[config.mk]
export PLATFORM = sky130hd
export DESIGN_NAME = mips_dbus_responder
export DESIGN_NICKNAME = d
export VERILOG_FILES = /design/src/rtl/dbus_pkg.sv /design/src/rtl/dbus_timer.sv /design/src/rtl/mips_dbus_responder.sv
export SDC_FILE = /design/constraint.sdc
export NUM_CORES = 2
export LEC_CHECK = 0
export ABC_AREA = 1
export CAP_MARGIN = 5
export CORE_MARGIN = 4
export CORE_UTILIZATION = 62
export DETAILED_ROUTE_END_ITERATION = 16
export PLACE_DENSITY = 0.79
export SYNTH_ARGS = -nofsm -noshare
export SYNTH_HDL_FRONTEND = slang
export SYNTH_SLANG_ARGS = --single-unit
[constraint.sdc]
create_clock -name clk -period 4.65 [get_ports clk]
set_clock_uncertainty 0.05 [all_clocks]
set_input_delay 0.93 -clock clk [delete_from_list [all_inputs] [get_ports clk]]
set_output_delay 0.93 -clock clk [all_outputs]
set_load 0.01 [all_outputs]
[src/rtl/dbus_pkg.sv]
// rtl/dbus_pkg.sv - shared timer register map, CTRL bit positions and default timer base
package dbus_pkg;

   localparam logic [4:0] TMR_CTRL     = 5'h00;
   localparam logic [4:0] TMR_PRESCALE = 5'h04;
   localparam logic [4:0] TMR_COUNT    = 5'h08;
   localparam logic [4:0] TMR_COMPARE  = 5'h0C;
   localparam logic [4:0] TMR_STATUS   = 5'h10;

   localparam int CTRL_EN    = 0;
   localparam int CTRL_AR    = 1;
   localparam int CTRL_IRQEN = 2;

   localparam logic [31:0] TIMER_BASE_DFLT = 32'hFFFF_0000;

endpackage

[src/rtl/dbus_timer.sv]
// rtl/dbus_timer.sv - timer registers, prescaler, counter and match logic; irq_o only with TIMER_IRQ_EN
module dbus_timer
   import dbus_pkg::*;
(
   input  logic        clk,
   input  logic        rst,
   input  logic        we_i,
   input  logic [4:0]  off_i,
   input  logic [31:0] wdata_i,
   output logic [31:0] rdata_o
`ifdef TIMER_IRQ_EN
   ,
   output logic        irq_o
`endif
);

`ifdef TIMER_IRQ_EN
   localparam logic [2:0] CTRL_MASK = 3'b111;
`else
   localparam logic [2:0] CTRL_MASK = 3'b011;
`endif

   logic [2:0]  ctrl_q, ctrl_d;
   logic [15:0] ps_q, ps_d;
   logic [15:0] pcnt_q, pcnt_d;
   logic [31:0] cnt_q, cnt_d;
   logic [31:0] cmp_q, cmp_d;
   logic        match_q, match_d;
   logic        tick, hit;

   always_comb begin
      ctrl_d  = ctrl_q;
      ps_d    = ps_q;
      pcnt_d  = pcnt_q;
      cnt_d   = cnt_q;
      cmp_d   = cmp_q;
      match_d = match_q;
      tick    = 1'b0;
      hit     = 1'b0;
      if (ctrl_q[CTRL_EN]) begin
         if (pcnt_q == ps_q) begin
            pcnt_d = '0;
            tick   = 1'b1;
         end else begin
            pcnt_d = pcnt_q + 16'd1;
         end
      end
      if (tick) begin
         hit   = (cnt_q == cmp_q);
         cnt_d = (hit && ctrl_q[CTRL_AR]) ? 32'd0 : cnt_q + 32'd1;
      end
      // CPU writes land after the tick update so they override it
      if (we_i) begin
         case (off_i)
            TMR_CTRL:     ctrl_d = wdata_i[2:0] & CTRL_MASK;
            TMR_PRESCALE: begin
               ps_d   = wdata_i[15:0];
               pcnt_d = '0;
            end
            TMR_COUNT:    cnt_d = wdata_i;
            TMR_COMPARE:  cmp_d = wdata_i;
            TMR_STATUS:   if (wdata_i[0]) match_d = 1'b0;
            default:      ;
         endcase
      end
      if (hit) match_d = 1'b1;
   end

   always_ff @(posedge clk or posedge rst) begin
      if (rst) begin
         ctrl_q  <= '0;
         ps_q    <= '0;
         pcnt_q  <= '0;
         cnt_q   <= '0;
         cmp_q   <= '0;
         match_q <= 1'b0;
      end else begin
         ctrl_q  <= ctrl_d;
         ps_q    <= ps_d;
         pcnt_q  <= pcnt_d;
         cnt_q   <= cnt_d;
         cmp_q   <= cmp_d;
         match_q <= match_d;
      end
   end

`ifdef TIMER_IRQ_EN
   logic irq_q;

   always_ff @(posedge clk or posedge rst) begin
      if (rst) irq_q <= 1'b0;
      else     irq_q <= match_d & ctrl_d[CTRL_IRQEN];
   end

   assign irq_o = irq_q;
`endif

   always_comb begin
      rdata_o = '0;
      case (off_i)
         TMR_CTRL:     rdata_o = {29'd0, ctrl_q};
         TMR_PRESCALE: rdata_o = {16'd0, ps_q};
         TMR_COUNT:    rdata_o = cnt_q;
         TMR_COMPARE:  rdata_o = cmp_q;
         TMR_STATUS:   rdata_o = {31'd0, match_q};
         default:      rdata_o = '0;
      endcase
   end

endmodule

[src/rtl/mips_dbus_responder.sv]
// rtl/mips_dbus_responder.sv - MIPS data-port responder: word RAM, timer and decode; irq only with TIMER_IRQ_EN
module mips_dbus_responder
   import dbus_pkg::*;
#(
   parameter int          RAM_WORDS  = 64,
   parameter logic [31:0] TIMER_BASE = TIMER_BASE_DFLT
) (
   input  logic        clk,
   input  logic        reset,
   input  logic        memwrite,
   input  logic [31:0] memaddr,
   input  logic [31:0] memwritedata,
   output logic [31:0] memreaddata
`ifdef TIMER_IRQ_EN
   ,
   output logic        irq
`endif
);

   localparam int AW = $clog2(RAM_WORDS);

   logic [31:0]   ram_q [RAM_WORDS];
   logic          ram_sel, tmr_sel;
   logic [AW-1:0] ram_idx;
   logic [31:0]   tmr_rdata;

   assign ram_sel = (memaddr < 32'(4 * RAM_WORDS));
   assign tmr_sel = (memaddr[31:5] == TIMER_BASE[31:5]);
   assign ram_idx = memaddr[AW+1:2];

   // RAM contents are deliberately left out of reset
   always_ff @(posedge clk) begin
      if (memwrite && ram_sel) ram_q[ram_idx] <= memwritedata;
   end

   dbus_timer u_timer (
      .clk     (clk),
      .rst     (reset),
      .we_i    (memwrite & tmr_sel),
      .off_i   ({memaddr[4:2], 2'b00}),
      .wdata_i (memwritedata),
      .rdata_o (tmr_rdata)
`ifdef TIMER_IRQ_EN
      ,
      .irq_o   (irq)
`endif
   );

   always_comb begin
      memreaddata = '0;
      if (ram_sel)      memreaddata = ram_q[ram_idx];
      else if (tmr_sel) memreaddata = tmr_rdata;
   end

endmodule

Word-level counts from Yosys, hierarchy flattened
Memory sizes are Yosys's and may differ from the RTL's.
Cells that the tools add are included.
Widths: inputs -> output; s select.
{"block": "totals", "ff_bits": 99, "mem_bits_rw": 2048, "input_bits": 67, "out_inout_bits": 32, "elab_cells": 48, "memories": 1}
{"block": "op_classes", "add_sub_neg": 2, "magnitude_cmp": 1, "eq_ne": 7, "muxes": 20, "n_bitwise": 1, "reduce_logical": 10}
{"name": "ram_q", "words": 64, "word_bits": 32, "read_ports": 1, "rd_ports_with_merged_regs": 0, "write_ports": 1, "line_no": "mips_dbus_responder.sv:22", "rtl": "logic [31:0] ram_q [RAM_WORDS];"}
{"operator": "$mux 32", "count": 6}
{"operator": "$pmux 32 s5", "count": 1}
{"operator": "$mux 16", "count": 4}
{"operator": "$add 32x1->32 const B", "count": 1}
{"operator": "$eq 32x32->1", "count": 1}
{"operator": "$lt 32x9->1 const B", "count": 1}
{"operator": "$eq 27x27->1 const B", "count": 1}
{"operator": "$add 16x1->16 const B", "count": 1}
{"operator": "$eq 16x16->1", "count": 1}
{"operator": "$mux 1", "count": 9}
{"operator": "$eq 3x2->1 const B", "count": 2}
{"operator": "$reduce_and 2->1", "count": 3}
{"operator": "$reduce_bool 2->1", "count": 3}
{"operator": "$logic_not 5->1", "count": 1}
{"operator": "$eq 3x1->1 const B", "count": 1}
{"operator": "$eq 3x3->1 const B", "count": 1}
{"operator": "$reduce_and 3->1", "count": 1}
{"operator": "$logic_and 1x1->1", "count": 2}
{"operator": "$and 1x1->1", "count": 1}

Longest topological paths before layout
{"block": "logic_depth", "ltp_word": 6, "ltp_mapped": 16, "mapped_depth_nobuf": 13}

Cells and area by module
From an unflattened synthesis, not the netlist that was laid out.
{"block": "unflattened", "hier_cells": 9003, "hier_area_um2": 93527.2}
{"mod": "mips_dbus_responder", "n_inst": 1, "cells_per_inst": 8029, "area_each_um2": 86905.8, "seq_area_each_um2": 61499.0}
{"mod": "dbus_timer", "n_inst": 1, "cells_per_inst": 974, "area_each_um2": 6621.4, "seq_area_each_um2": 2477.4}

Worst setup path before layout
Ideal clock, no wire load.
{"block": "synth_path", "path_kind": "input to register", "from": "in memaddr[2]", "to": "mem ram_q[11][0] (enable)", "t_arrival_ns": 3.425, "path_slack_ns": 0.754, "stages": 8, "n_path_buf": 4, "path_cell_list": "buf_4 -> nand3_1 -> inv_2 -> buf_4 -> buf_2 -> buf_2 -> nand2_1 -> nor2_1"}
{"block": "synth_between", "elab_chain_len": 4}
{"element": "from (decl)", "line_no": "mips_dbus_responder.sv:11", "rtl": "input logic [31:0] memaddr,"}
{"element": "$lt 32x9->1", "line_no": "mips_dbus_responder.sv:27", "rtl": "assign ram_sel = (memaddr < 32'(4 * RAM_WORDS));"}
{"element": "$logic_and 1x1->1", "line_no": "mips_dbus_responder.sv:33", "rtl": "if (memwrite && ram_sel) ram_q[ram_idx] <= memwritedata;"}
{"element": "$mux 1", "line_no": "mips_dbus_responder.sv:33"}
{"element": "$mux 1 (implied by the code)", "line_no": "mips_dbus_responder.sv:33"}
{"element": "to (decl)", "line_no": "mips_dbus_responder.sv:22"}
Parallel ways exist; a longest one is shown, timed or not.

Worst setup path in the final report
{"block": "layout_path", "from": "in memaddr[2]", "to": "out memreaddata[17]"}
{"block": "layout_between", "elab_chain_len": 4, "elab_cells_between_ends": 10, "classes_between": "1 x order compare; 4 x eq/ne; 3 x mux; 1 x reduce/logical; 1 x memory"}
{"element": "parallel branches: the longest is 3 deep, another holds $lt 32x9->1"}
{"element": "$mux 32 *", "line_no": "mips_dbus_responder.sv:51", "rtl": "if (ram_sel) memreaddata = ram_q[ram_idx];"}
{"element": "to (decl)", "line_no": "mips_dbus_responder.sv:13", "rtl": "output logic [31:0] memreaddata"}
Every way passes the cells marked *.

==> metrics.txt <==
status=complete, but fails checks; failing checks=negative setup slack; CTS Buf Count=199; fin crit period=4.71 ns; worst min-delay path class=reg2reg; pwr dens=392 nW/µm²; CP Capture Type=output port; vias in the first global route=59200; Placement Rows=134; count of final setup violators=2; DP HPWL=147000 µm; Fillers=7639; critical path required time=3.67 ns; sequential area share after synthesis=76.1%; syn_nets=7034; initial antenna violation count=10; Worst Path Arrival=3.73 ns; Synthesis Warnings=0; Pleak=36.2 nW; # nets final=7550; Highest Clock Rate=212 MHz; global-route wire length before repair=374000 µm; unrepaired setup endpoints after global routing=true; setup_tns=-0.0926 ns; share of cells above drive strength 1=14.3%; number of synthesized register bits=2147; CTS tree=built; syn_area_per_cell=12.1 µm²; setup slack after layout=-0.0622 ns; CP Launch Type=input pin; clk_lat worst skew=0.83 ns; area of placed instances=91700 µm²; post-route ant nets=0; area leader, netlist=edfxtp_1; Initial Util=62.7%; Die Y=376 µm; drt via density=6.34; critical path class=in2out; starting DRC count in detailed routing=9618; Remaining DRCs=0; vias=59700; Max VDD drop=0.391 mV; slowest CP cell=clkdlybuf4s50_1; DIE WIDTH=376 µm; largest net degree at the start of global routing=67; count of buffers from port buffering=96; Syn Std Cell Area=84100 µm²; worst-margin pin slew=1.32 ns; final core occ=73.9%; # H-tree levels=4; crit-path max cell delay=0.48 ns; Synth area leaders=edfxtp_1 73%, nand2_1 14%, dfrtp_1 2.9%; most used cell, CP=nand2_1; gr ovfl total=0; Final Hold Viols=0; post-route cell area=99100 µm²; Max clock buf depth=3; # IOs=99; Pins Over Slew Limit=0; Power Total=38.8 mW; WL/cell=27.7 µm; Netlist cell types=40; gpl congestion=0.957; Core Area=134000 µm²; die area=142000 µm²; Worst Path Max Fanout=11; total global-route track usage=36.5%; CP cell instances=clkdlybuf4s50_1 > buf_6 > buf_6 > inv_6 > nor2_4 > buf_12 > buf_12 > buf_8 > nand2_1 > nand2_1 > nor2_1 > nand2_1 > nand2_1 > nand2_2 > nor2_1 > buf_4 > nand2_2 > nand2_1 > nand2_1 > dlygate4sd2_1; share of the synthesized area in the top cell type=73.2%; wirelength, routed=261000 µm; Initial DRT Pass Iterations=7; Rel. slew slack=11.7%; Post-Synthesis Cells=6965; clk sinks=2147; area delta synth->final=17.9%; max_cap viols=0; final worst-path cycle share=101%; CTS root buf=clkbuf_16; Worst-path clk slew=0.06 ns
-- where the power goes --
part / switching, mW / internal [mW] / total (mW)
clock network: 7.13 / 8.48 / 15.6
logic: 1.46 / 0.616 / 2.08
registers: 0.0000000603 / 21.2 / 21.2
-- cell families (layout without fill, tap and decap cells) --
group,count (synthesis),count (layout),share of synthesized area [%]
and+or+nand+nor,3971,3971,19.0
DFF,2147,2147,76.1
buffers and inverters,473,1154,2.43
AOI/OAI and AO/OA,343,343,2.12
xor gates and xnor gates,29,29,0.302
adders and majority gates,2,2,0.0298
other,0,6,0
-- flip-flops by register name, indices dropped and copies added, names as in the netlist --
name and count:
ram_q 2048, u_timer.cmp_q 32, u_timer.cnt_q 32, u_timer.ctrl_q 2, u_timer.match_q 1, u_timer.pcnt_q 16
u_timer.ps_q 16
-- Yosys cell counts, drive strengths merged --
cell and instances:
o221ai 1, nor3b 2, o2111ai 1, edfxtp 2048
o21bai 3, nand3 64, a22oi 7, inv 192
clkbuf 83, ha 2, nand3b 6, nor4 6
nor2 422, o21ai 302, a31oi 2, buf 198
dfrtp 99, xor2 11, nor3 25, o22ai 17
nand2 3115, xnor2 18, o211ai 3, nand4 328
and2 3, o21a 1, a21oi 6
-- worst max-delay path: cells and delay by family --
family	cells	cell delay, ns
buffers and inverters	9	1.82
AND/OR/NAND/NOR	11	0.96
-- stage by stage --
stage / worst slack (ns) / hold WS, ns / cells
finish: -0.0622 / 0.444 / 9420
global route: -0.107 / 0.484 / 9414
CTS: -0.0140 / 0.440 / 9412
detailed placement: -0.532 / 0.426 / 9014
global placement: -0.473 / 0.421 / 9014
floorplan: 0.754 / 0.403 / 6965
-- area by class of cell --
cell class	count	area (µm²)	share of cell area [%]
tap	1768	2210	2.23
timing repair buffer	594	6820	6.88
clock buffer	252	5270	5.32
multi-input combinational	4345	19100	19.3
clock inverter	114	873	0.881
timing repair inverter	2	15.0	0.0152
inverter	192	813	0.821
antenna	6	15.0	0.0152
sequential	2147	64000	64.6
-- final timing paths --
check                      cells past startpoint               from                end  slack, ns
hold / removal                                 2    u_timer.match_q    u_timer.match_q       0.44
setup / recovery                              20         memaddr[2]    memreaddata[17]      -0.06
min in group asynchronous                      2              reset   u_timer.cnt_q[0]       0.58
max in group asynchronous                      3              reset  u_timer.cnt_q[16]       3.12
setup reg to reg                              11  u_timer.pcnt_q[3]   u_timer.cnt_q[5]       2.04
hold reg to reg                                2    u_timer.match_q    u_timer.match_q       0.44
-- repair_timing --
| action | 4_1_cts | 5_1_grt |
|---|---|---|
| endpoints found under the hold margin | 0 | 0 |
| buffers inserted | 21 | 3 |
| gates cloned | 11 | 1 |
| resized for setup | 273 | 101 |
| pin swaps | 49 | 33 |
| endpoints found under the setup margin | 32 | 30 |
| hold buffers | 0 | 0 |
-- layer usage --
metal	routed length, µm	GRT usage, %	up-vias
met4	19200	24.0	6
met5	34	0	-
met2	120000	56.6	5241
li1	-	-	25000
met3	37100	8.86	1024
met1	84900	46.4	28500
-- cells in the final DEF (no fill, tap or decap), types with 6 or more instances in the layout --
master / n
a21oi_1: 6
a22oi_1: 7
buf_12: 155
buf_16: 8
buf_2: 46
buf_4: 298
buf_6: 27
bufbuf_16: 8
bufinv_16: 10
clkbuf_1: 46
clkbuf_16: 202
clkbuf_2: 14
clkdlybuf4s50_1: 30
clkinv_1: 45
clkinv_2: 42
dfrtp_1: 99
diode_2: 6
edfxtp_1: 2048
inv_1: 180
inv_6: 8
nand2_1: 3032
nand2_2: 73
nand2_4: 10
nand3_1: 59
nand3b_1: 6
nand4_1: 328
nor2_1: 313
nor2_2: 34
nor2_4: 75
nor3_1: 15
nor3_2: 9
nor4_1: 6
o21ai_0: 167
o21ai_1: 95
o21ai_2: 40
o22ai_1: 17
xnor2_1: 18
xor2_1: 11
Note: power is estimated with default switching activity, not from simulation.
